<file path="config.mk">
export PLATFORM = sky130hd
export DESIGN_NAME = pc_unit_flat
export DESIGN_NICKNAME = d
export VERILOG_FILES = /design/src/rtl/pc_unit_pkg.sv /design/src/rtl/pc_unit_if.sv /design/src/rtl/pc_trace_buf.sv /design/src/rtl/pc_unit.sv /design/src/flat_wrapper.sv
export SDC_FILE = /design/constraint.sdc
export NUM_CORES = 1
export LEC_CHECK = 0
export ABC_CLOCK_PERIOD_IN_PS = 5300
export BUFFER_PORTS_ARGS = -buffer_cell sky130_fd_sc_hd__buf_2
export CORE_ASPECT_RATIO = 1.2
export CORE_MARGIN = 4
export CORE_UTILIZATION = 34
export CTS_BUF_LIST = sky130_fd_sc_hd__clkbuf_8
export CTS_CLUSTER_DIAMETER = 200
export DETAILED_ROUTE_END_ITERATION = 7
export GPL_ROUTABILITY_DRIVEN = 0
export PLACE_DENSITY = 0.48
export SLEW_MARGIN = 10
export SYNTH_ARGS = -nofsm -noshare
export SYNTH_HDL_FRONTEND = slang
export SYNTH_SLANG_ARGS = --single-unit
export TNS_END_PERCENT = 10
</file>
<file path="constraint.sdc">
create_clock -name clock -period 5.3 [get_ports clock]
set_clock_uncertainty 0.05 [all_clocks]
set_input_delay 0 -clock clock [delete_from_list [all_inputs] [get_ports clock]]
set_output_delay 0 -clock clock [all_outputs]
set_load 0.02 [all_outputs]
</file>
<file path="src/rtl/pc_unit_pkg.sv">
// Shared types and constants for the program-counter unit.
package pc_unit_pkg;

  typedef enum logic [2:0] {
    SEL_SEQ,
    SEL_BR,
    SEL_J,
    SEL_JR,
    SEL_EXC,
    SEL_HOLD
  } next_sel_e;

  localparam logic [31:0] DEF_RESET_VEC = 32'h0000_0000;
  localparam logic [31:0] DEF_EXC_VEC   = 32'h0000_0080;

  // Low 28 bits of a J/JAL target; the caller supplies the upper pc_plus4 bits.
  function automatic logic [27:0] jump_target(input logic [25:0] index);
    return {index, 2'b00};
  endfunction

endpackage

</file>
<file path="src/rtl/pc_unit_if.sv">
// Debug trace-reader port of the program-counter unit.
interface pc_unit_if #(
  parameter int unsigned PC_W        = 32,
  parameter int unsigned TRACE_DEPTH = 16
);
  localparam int unsigned LW = $clog2(TRACE_DEPTH) + 1;

  logic            trace_rd;
  logic            trace_clear;
  logic [PC_W-1:0] trace_data;
  logic            trace_valid;
  logic [LW-1:0]   trace_level;
  logic            trace_overflow;

  modport master (
    output trace_rd, trace_clear,
    input  trace_data, trace_valid, trace_level, trace_overflow
  );

  modport slave (
    input  trace_rd, trace_clear,
    output trace_data, trace_valid, trace_level, trace_overflow
  );
endinterface

</file>
<file path="src/rtl/pc_trace_buf.sv">
// Overwrite-oldest circular buffer with push/pop/clear, level and sticky overflow.
module pc_trace_buf #(
  parameter int unsigned W     = 32,
  parameter int unsigned DEPTH = 16
) (
  input  logic                       clock,
  input  logic                       reset,
  input  logic                       push,
  input  logic [W-1:0]               push_data,
  input  logic                       pop,
  input  logic                       clear,
  output logic [W-1:0]               data,
  output logic                       valid,
  output logic [$clog2(DEPTH):0]     level,
  output logic                       overflow
);
  localparam int unsigned AW = $clog2(DEPTH);
  localparam int unsigned LW = AW + 1;

  logic [W-1:0]  mem [DEPTH];
  logic [AW-1:0] head, tail, head_n, tail_n;
  logic [LW-1:0] count_n;
  logic          ovf_n, wr, full, pop_ok;

  assign full   = (level == LW'(DEPTH));
  assign pop_ok = pop && valid;
  assign data   = mem[head];

  // Next pointer/count/overflow; clear wins over any push or pop this cycle.
  always_comb begin
    head_n  = head;
    tail_n  = tail;
    count_n = level;
    ovf_n   = overflow;
    wr      = 1'b0;
    if (clear) begin
      head_n  = '0;
      tail_n  = '0;
      count_n = '0;
      ovf_n   = 1'b0;
    end else begin
      if (push) begin
        wr     = 1'b1;
        tail_n = tail + AW'(1);
      end
      if (push && pop_ok) begin
        head_n = head + AW'(1);
      end else if (push && full) begin
        head_n = head + AW'(1);
        ovf_n  = 1'b1;
      end else if (push) begin
        count_n = level + LW'(1);
      end else if (pop_ok) begin
        head_n  = head + AW'(1);
        count_n = level - LW'(1);
      end
    end
  end

  // Pointer and status registers.
  always_ff @(posedge clock or negedge reset) begin
    if (!reset) begin
      head     <= '0;
      tail     <= '0;
      level    <= '0;
      valid    <= 1'b0;
      overflow <= 1'b0;
    end else begin
      head     <= head_n;
      tail     <= tail_n;
      level    <= count_n;
      valid    <= (count_n != '0);
      overflow <= ovf_n;
    end
  end

  // Entry storage; contents need no reset since level gates visibility.
  always_ff @(posedge clock) begin
    if (wr) mem[tail] <= push_data;
  end
endmodule

</file>
<file path="src/rtl/pc_unit.sv">
// Program counter with next-PC selection, EPC capture, retire counter and trace buffer.
module pc_unit
  import pc_unit_pkg::*;
#(
  parameter int unsigned     PC_W        = 32,
  parameter logic [PC_W-1:0] RESET_VEC   = PC_W'(DEF_RESET_VEC),
  parameter logic [PC_W-1:0] EXC_VEC     = PC_W'(DEF_EXC_VEC),
  parameter int unsigned     TRACE_DEPTH = 16,
  parameter int unsigned     CNT_W       = 32
) (
  input  logic             clock,
  input  logic             reset,
  input  logic             stall,
  input  logic             branch_taken,
  input  logic [PC_W-1:0]  branch_offset,
  input  logic             jump,
  input  logic [25:0]      jump_index,
  input  logic             jump_reg,
  input  logic [PC_W-1:0]  reg_target,
  input  logic             exception,
  output logic [PC_W-1:0]  pc,
  output logic [PC_W-1:0]  pc_plus4,
  output logic [PC_W-1:0]  epc,
  output logic             misaligned,
  output logic [CNT_W-1:0] retire_count,
  pc_unit_if.slave         dbg
);
  next_sel_e       sel;
  logic [PC_W-1:0] next_pc;
  logic            misalign_take, update;

  assign pc_plus4 = pc + PC_W'(4);
  assign update   = (sel != SEL_HOLD);

  // Next-PC priority: exception, stall, jump_reg (misaligned -> exception), jump, branch, sequential.
  always_comb begin
    sel           = SEL_SEQ;
    misalign_take = 1'b0;
    if (exception) begin
      sel = SEL_EXC;
    end else if (stall) begin
      sel = SEL_HOLD;
    end else if (jump_reg) begin
      if (reg_target[1:0] != 2'b00) begin
        sel           = SEL_EXC;
        misalign_take = 1'b1;
      end else begin
        sel = SEL_JR;
      end
    end else if (jump) begin
      sel = SEL_J;
    end else if (branch_taken) begin
      sel = SEL_BR;
    end
  end

  // Target mux for the selected source.
  always_comb begin
    next_pc = pc_plus4;
    unique case (sel)
      SEL_EXC:  next_pc = EXC_VEC;
      SEL_HOLD: next_pc = pc;
      SEL_JR:   next_pc = reg_target;
      SEL_J:    next_pc = {pc_plus4[PC_W-1:28], jump_target(jump_index)};
      SEL_BR:   next_pc = pc_plus4 + (branch_offset << 2);
      default:  next_pc = pc_plus4;
    endcase
  end

  // PC, EPC, sticky misaligned flag and retire counter.
  always_ff @(posedge clock or negedge reset) begin
    if (!reset) begin
      pc           <= RESET_VEC;
      epc          <= '0;
      misaligned   <= 1'b0;
      retire_count <= '0;
    end else begin
      if (update) begin
        pc           <= next_pc;
        retire_count <= retire_count + CNT_W'(1);
      end
      if (sel == SEL_EXC) epc <= pc;
      if (dbg.trace_clear)    misaligned <= 1'b0;
      else if (misalign_take) misaligned <= 1'b1;
    end
  end

  pc_trace_buf #(
    .W     (PC_W),
    .DEPTH (TRACE_DEPTH)
  ) u_trace (
    .clock     (clock),
    .reset     (reset),
    .push      (update),
    .push_data (next_pc),
    .pop       (dbg.trace_rd),
    .clear     (dbg.trace_clear),
    .data      (dbg.trace_data),
    .valid     (dbg.trace_valid),
    .level     (dbg.trace_level),
    .overflow  (dbg.trace_overflow)
  );
endmodule

</file>
<file path="src/flat_wrapper.sv">
// flat-port wrapper written by rule: the top's interface ports become plain ports
module pc_unit_flat import pc_unit_pkg::*;
#(
  parameter int unsigned     PC_W        = 32,
  parameter logic [PC_W-1:0] RESET_VEC   = PC_W'(DEF_RESET_VEC),
  parameter logic [PC_W-1:0] EXC_VEC     = PC_W'(DEF_EXC_VEC),
  parameter int unsigned     TRACE_DEPTH = 16,
  parameter int unsigned     CNT_W       = 32
)
  (clock, reset, stall, branch_taken, branch_offset, jump, jump_index, jump_reg, reg_target, exception, pc, pc_plus4, epc, misaligned, retire_count, dbg_trace_rd, dbg_trace_clear, dbg_trace_data, dbg_trace_valid, dbg_trace_level, dbg_trace_overflow);
  pc_unit_if #(.PC_W(PC_W), .TRACE_DEPTH(TRACE_DEPTH)) dbg_i ();
  input  logic clock;
  input  logic reset;
  input  logic stall;
  input  logic branch_taken;
  input  logic [PC_W-1:0] branch_offset;
  input  logic jump;
  input  logic [25:0] jump_index;
  input  logic jump_reg;
  input  logic [PC_W-1:0] reg_target;
  input  logic exception;
  output logic [PC_W-1:0] pc;
  output logic [PC_W-1:0] pc_plus4;
  output logic [PC_W-1:0] epc;
  output logic misaligned;
  output logic [CNT_W-1:0] retire_count;
  input wire logic [$bits(dbg_i.trace_rd)-1:0] dbg_trace_rd;
  input wire logic [$bits(dbg_i.trace_clear)-1:0] dbg_trace_clear;
  output wire logic [$bits(dbg_i.trace_data)-1:0] dbg_trace_data;
  output wire logic [$bits(dbg_i.trace_valid)-1:0] dbg_trace_valid;
  output wire logic [$bits(dbg_i.trace_level)-1:0] dbg_trace_level;
  output wire logic [$bits(dbg_i.trace_overflow)-1:0] dbg_trace_overflow;
  assign dbg_i.trace_rd = dbg_trace_rd;
  assign dbg_i.trace_clear = dbg_trace_clear;
  assign dbg_trace_data = dbg_i.trace_data;
  assign dbg_trace_valid = dbg_i.trace_valid;
  assign dbg_trace_level = dbg_i.trace_level;
  assign dbg_trace_overflow = dbg_i.trace_overflow;
  pc_unit #(.PC_W(PC_W), .RESET_VEC(RESET_VEC), .EXC_VEC(EXC_VEC), .TRACE_DEPTH(TRACE_DEPTH), .CNT_W(CNT_W)) u_core (.clock(clock), .reset(reset), .stall(stall), .branch_taken(branch_taken), .branch_offset(branch_offset), .jump(jump), .jump_index(jump_index), .jump_reg(jump_reg), .reg_target(reg_target), .exception(exception), .pc(pc), .pc_plus4(pc_plus4), .epc(epc), .misaligned(misaligned), .retire_count(retire_count), .dbg(dbg_i));
endmodule
</file>
==> impl_metrics.ini <==
[run_status]
outcome = finished, final reports clean

[synth]
async_reset_ff_share_pct = 17.9
yosys.area.top_type = edfxtp_1
synth-xor-area-share_pct = 2.93
yosys.cell_types.count = 69
yosysTopAreaCellShare_pct = 56.2
synth-adder-area-share_pct = 2.09
synth_compound_area_share_pct = 9.36
syn_nets = 1989
synth_edf_count = 512
yosys_most_used_dff = edfxtp_1
synth_top_family_by_area = multiplexers
synth_cells = 1845
ys_ff_latch = 624
netlist_top_cells_count = edfxtp_1, nand2_1, mux2i_1
synth_area_leaders = edfxtp_1, dfrtp_1, mux4_2
netlist_area_mm2 = 0.0273
synth_mux_area_share_pct = 11.7
synth-warning-count = 0
synth_area_per_cell_um2 = 14.8
synth.most_common_cell = edfxtp_1
ys_seq_area_share_pct = 66.5
yosys.area_share.simple_pct = 5.68

[place]
io_buffers = 264
hpwl_um = 52800
dpl_worst_slack_ns = 0.413
dp_cells = 3119

[setup_path]
cp_max_fo = 8
slowest_delay_ns = 0.59
path_buf_inv = 2
cp_top_family = simple AND/OR/NAND/NOR gates
crit_start = u_core.pc[10]$_DFFE_PN0N_
r2r-start = u_core.pc[10]$_DFFE_PN0N_
crit_type = reg -> reg
start_kind = register
cp.arrival_ns = 5.58
cp_data_required_time_ns = 5.82
rrSetupSlack_ns = 0.24
cpMostUsedCell = a21oi_1
cp_cell_sequence = and4_1 > and4_2 > and3_1 > nand2_1 > nor2_1 > xor2_2 > ha_1 > a21oi_1 > o21ai_0 > a21oi_1 > o21bai_1 > a21oi_1 > o21ai_0 > a311oi_1 > dlygate4sd3_1 > nand2_1 > dlygate4sd3_1
cpMaxStageDelayCell = dlygate4sd3_1
worstRegToRegCells = 17
crit_cells = 17
setup.worst_path.end_class = register

[power_and_ir_drop]
power_density_mw_per_mm2 = 359
clkPwrFrac_pct = 33.4
p_sw_share_pct = 28.9
internal_power_mw = 8.49
max-vdd-ir-drop_v = 0.000218
p_sw_mw = 3.45
pwr-share-comb_pct = 19.1
p_leak_nw = 12.7
seq_power_share_pct = 47.4

[global_route]
grt_pass1_vias = 18700
grt_pass1_wl_um = 122000
antenna_found_initial = 1
grt_usage_pct = 19.4
grt_max_degree = 83
gr-total-overflow = 0

[route]
ant_nets = 0
drt_wl_total_um = 83400
wl_per_cell_um = 24.5
viasPerCell = 5.27
dr.pass1.iters = 5
drc = 0
vias = 17900
drt_iter0_drc = 1257

[layout]
finish.net_count = 2429
syn_to_final_growth_pct = 21.6
multi_input_area_mm2 = 0.00887
seq_area_mm2 = 0.0182
drive_gt1_share_pct = 26.2
nFillCells = 7430
fin_cells = 3404

[clocking]
cts_made_buffers = 98
cts_max_path_buffers = 3
htree_levels = 3
cts_num_sinks = 624
insertion_delay_ns = 0.72
tritoncts = built
cts-root-buf = clkbuf_8
clk_pin_slew_ns = 0.06

[timing]
slew_headroom_pct = 23.9
finalMaxSlewViolations = 0
fin_crit_ns = 5.06
worstMarginPinSlew_ns = 1.14
hold_viol = 0
fin_ws_ns = 0.236
setup_violations = 0
post-route-period-util_pct = 95.5
fmax_ghz = 0.197

[flow_run]
drv_cap = 0

[hold_path]
min_from = branch_offset[20]
hold_depth = 7
hold_class = in -> reg

[die]
die-area_mm2 = 0.0851
std_cell_rows = 113
io_pins = 267
start_util_pct = 34.4
die_height_um = 319
core_mm2 = 0.0795
dieWidth_um = 267
==> cells by family (layout without fill, tap and decap cells) <==
kind of cell	Yosys count	in the layout
XOR/XNOR	90	90
other	0	1
AO/OA/AOI/OAI	393	393
multiplexers	234	234
flip-flops	624	624
adder cells (fa/ha/maj)	45	45
buffers and inverters	119	642
AND/OR/NAND/NOR	340	340
==> worst min-delay path, cell delays in order <==
cell and delay, ns:
buf_2 0.11, ha_1 0.19, a21oi_1 0.08, o221ai_1 0.09, a41oi_2 0.07, xnor2_1 0.16
o21ai_0 0.07
==> path summary, 6_finish.rpt <==
| kind | endpoint |
|---|---|
| setup / recovery | u_core.pc[31]$_DFFE_PN0N_ |
| hold / removal | u_core.pc[23]$_DFFE_PN0N_ |
| setup reg to reg | u_core.pc[31]$_DFFE_PN0N_ |
| hold reg to reg | u_core.retire_count[31]$_DFFE_PN0N_ |
| max in group asynchronous | u_core.u_trace.head[1]$_DFFE_PN0P_ |
| min in group asynchronous | u_core.pc[9]$_DFFE_PN0N_ |
==> final cells by class <==
cell class / count / share of cell area (%)
timing repair buffer: 434 / 8.73
tap: 1035 / 3.89
clock buffer: 105 / 4.34
multi-input combinational: 1102 / 26.7
inverter: 25 / 0.282
clock inverter: 78 / 1.41
sequential: 624 / 54.7
antenna: 1 / 0.00752
==> flip-flops by register name (all words and copies together), names as in the netlist <==
| name | flops |
|---|---|
| u_core.pc | 32 |
| u_core.retire_count | 32 |
| u_core.epc | 32 |
| u_core.misaligned | 1 |
| u_core.u_trace.overflow | 1 |
| u_core.u_trace.head | 4 |
| u_core.u_trace.mem | 512 |
| u_core.u_trace.valid | 1 |
| u_core.u_trace.level | 5 |
| u_core.u_trace.tail | 4 |
==> metal layers <==
layer	share of wire [%]	global-route usage (%)	routed length [µm]
met1	41	24.3	34600
met2	51	34.0	42500
met3	4.8	3.62	3970
met4	2.8	6.16	2350
met5	0	0	0
==> timing repair <==
item	CTS	global route
setup endpoints to repair	0	1
endpoints found under the hold margin	257	0
hold buffers	98	0
gates resized for setup	0	4
setup buffers	0	3
==> power by group through the flow <==
stage | logic (mW) | registers, mW | clock network, mW
global route | 2.46 | 5.68 | 4.36
detailed placement | 2.24 | 5.77 | 0
finish | 2.28 | 5.66 | 3.99
global placement | 2.23 | 5.76 | 0
floorplan | 1.42 | 5.75 | 0
CTS | 2.32 | 5.67 | 4.12
==> cell usage in the layout (no fill, tap or decap), types with 12 or more instances in the layout <==
| master | count |
|---|---|
| a21o_1 | 16 |
| a21oi_1 | 99 |
| a221oi_1 | 40 |
| a22oi_1 | 34 |
| and3_1 | 16 |
| buf_2 | 263 |
| buf_4 | 69 |
| clkbuf_8 | 105 |
| clkinv_1 | 30 |
| clkinv_2 | 13 |
| dfrtp_1 | 109 |
| dlygate4sd3_1 | 97 |
| edfxtp_1 | 512 |
| ha_1 | 44 |
| inv_1 | 51 |
| mux2_2 | 53 |
| mux2i_1 | 117 |
| mux4_2 | 64 |
| nand2_1 | 131 |
| nand3_1 | 27 |
| nand4_1 | 21 |
| nor2_1 | 83 |
| nor2_4 | 12 |
| o21ai_0 | 103 |
| xnor2_1 | 60 |
| xor2_1 | 28 |
==> stage by stage <==
stage / instance area (µm²) / TNS (ns) / utilization [%] / hold slack, ns / power (mW)
after detailed placement: 30300 / 0 / 38.1 / 0.0848 / 8.01
after global routing: 33300 / -0.00860 / 41.9 / 0.118 / 12.5
after CTS: 33200 / 0 / 41.8 / 0.0307 / 12.1
after floorplan: 27300 / 0 / - / -0.346 / 7.17
after global placement: 30300 / 0 / 38.1 / 0.0849 / 7.99
final: 33300 / 0 / 41.9 / 0.0866 / 11.9
No activity file was read; power rests on OpenSTA's default activity.
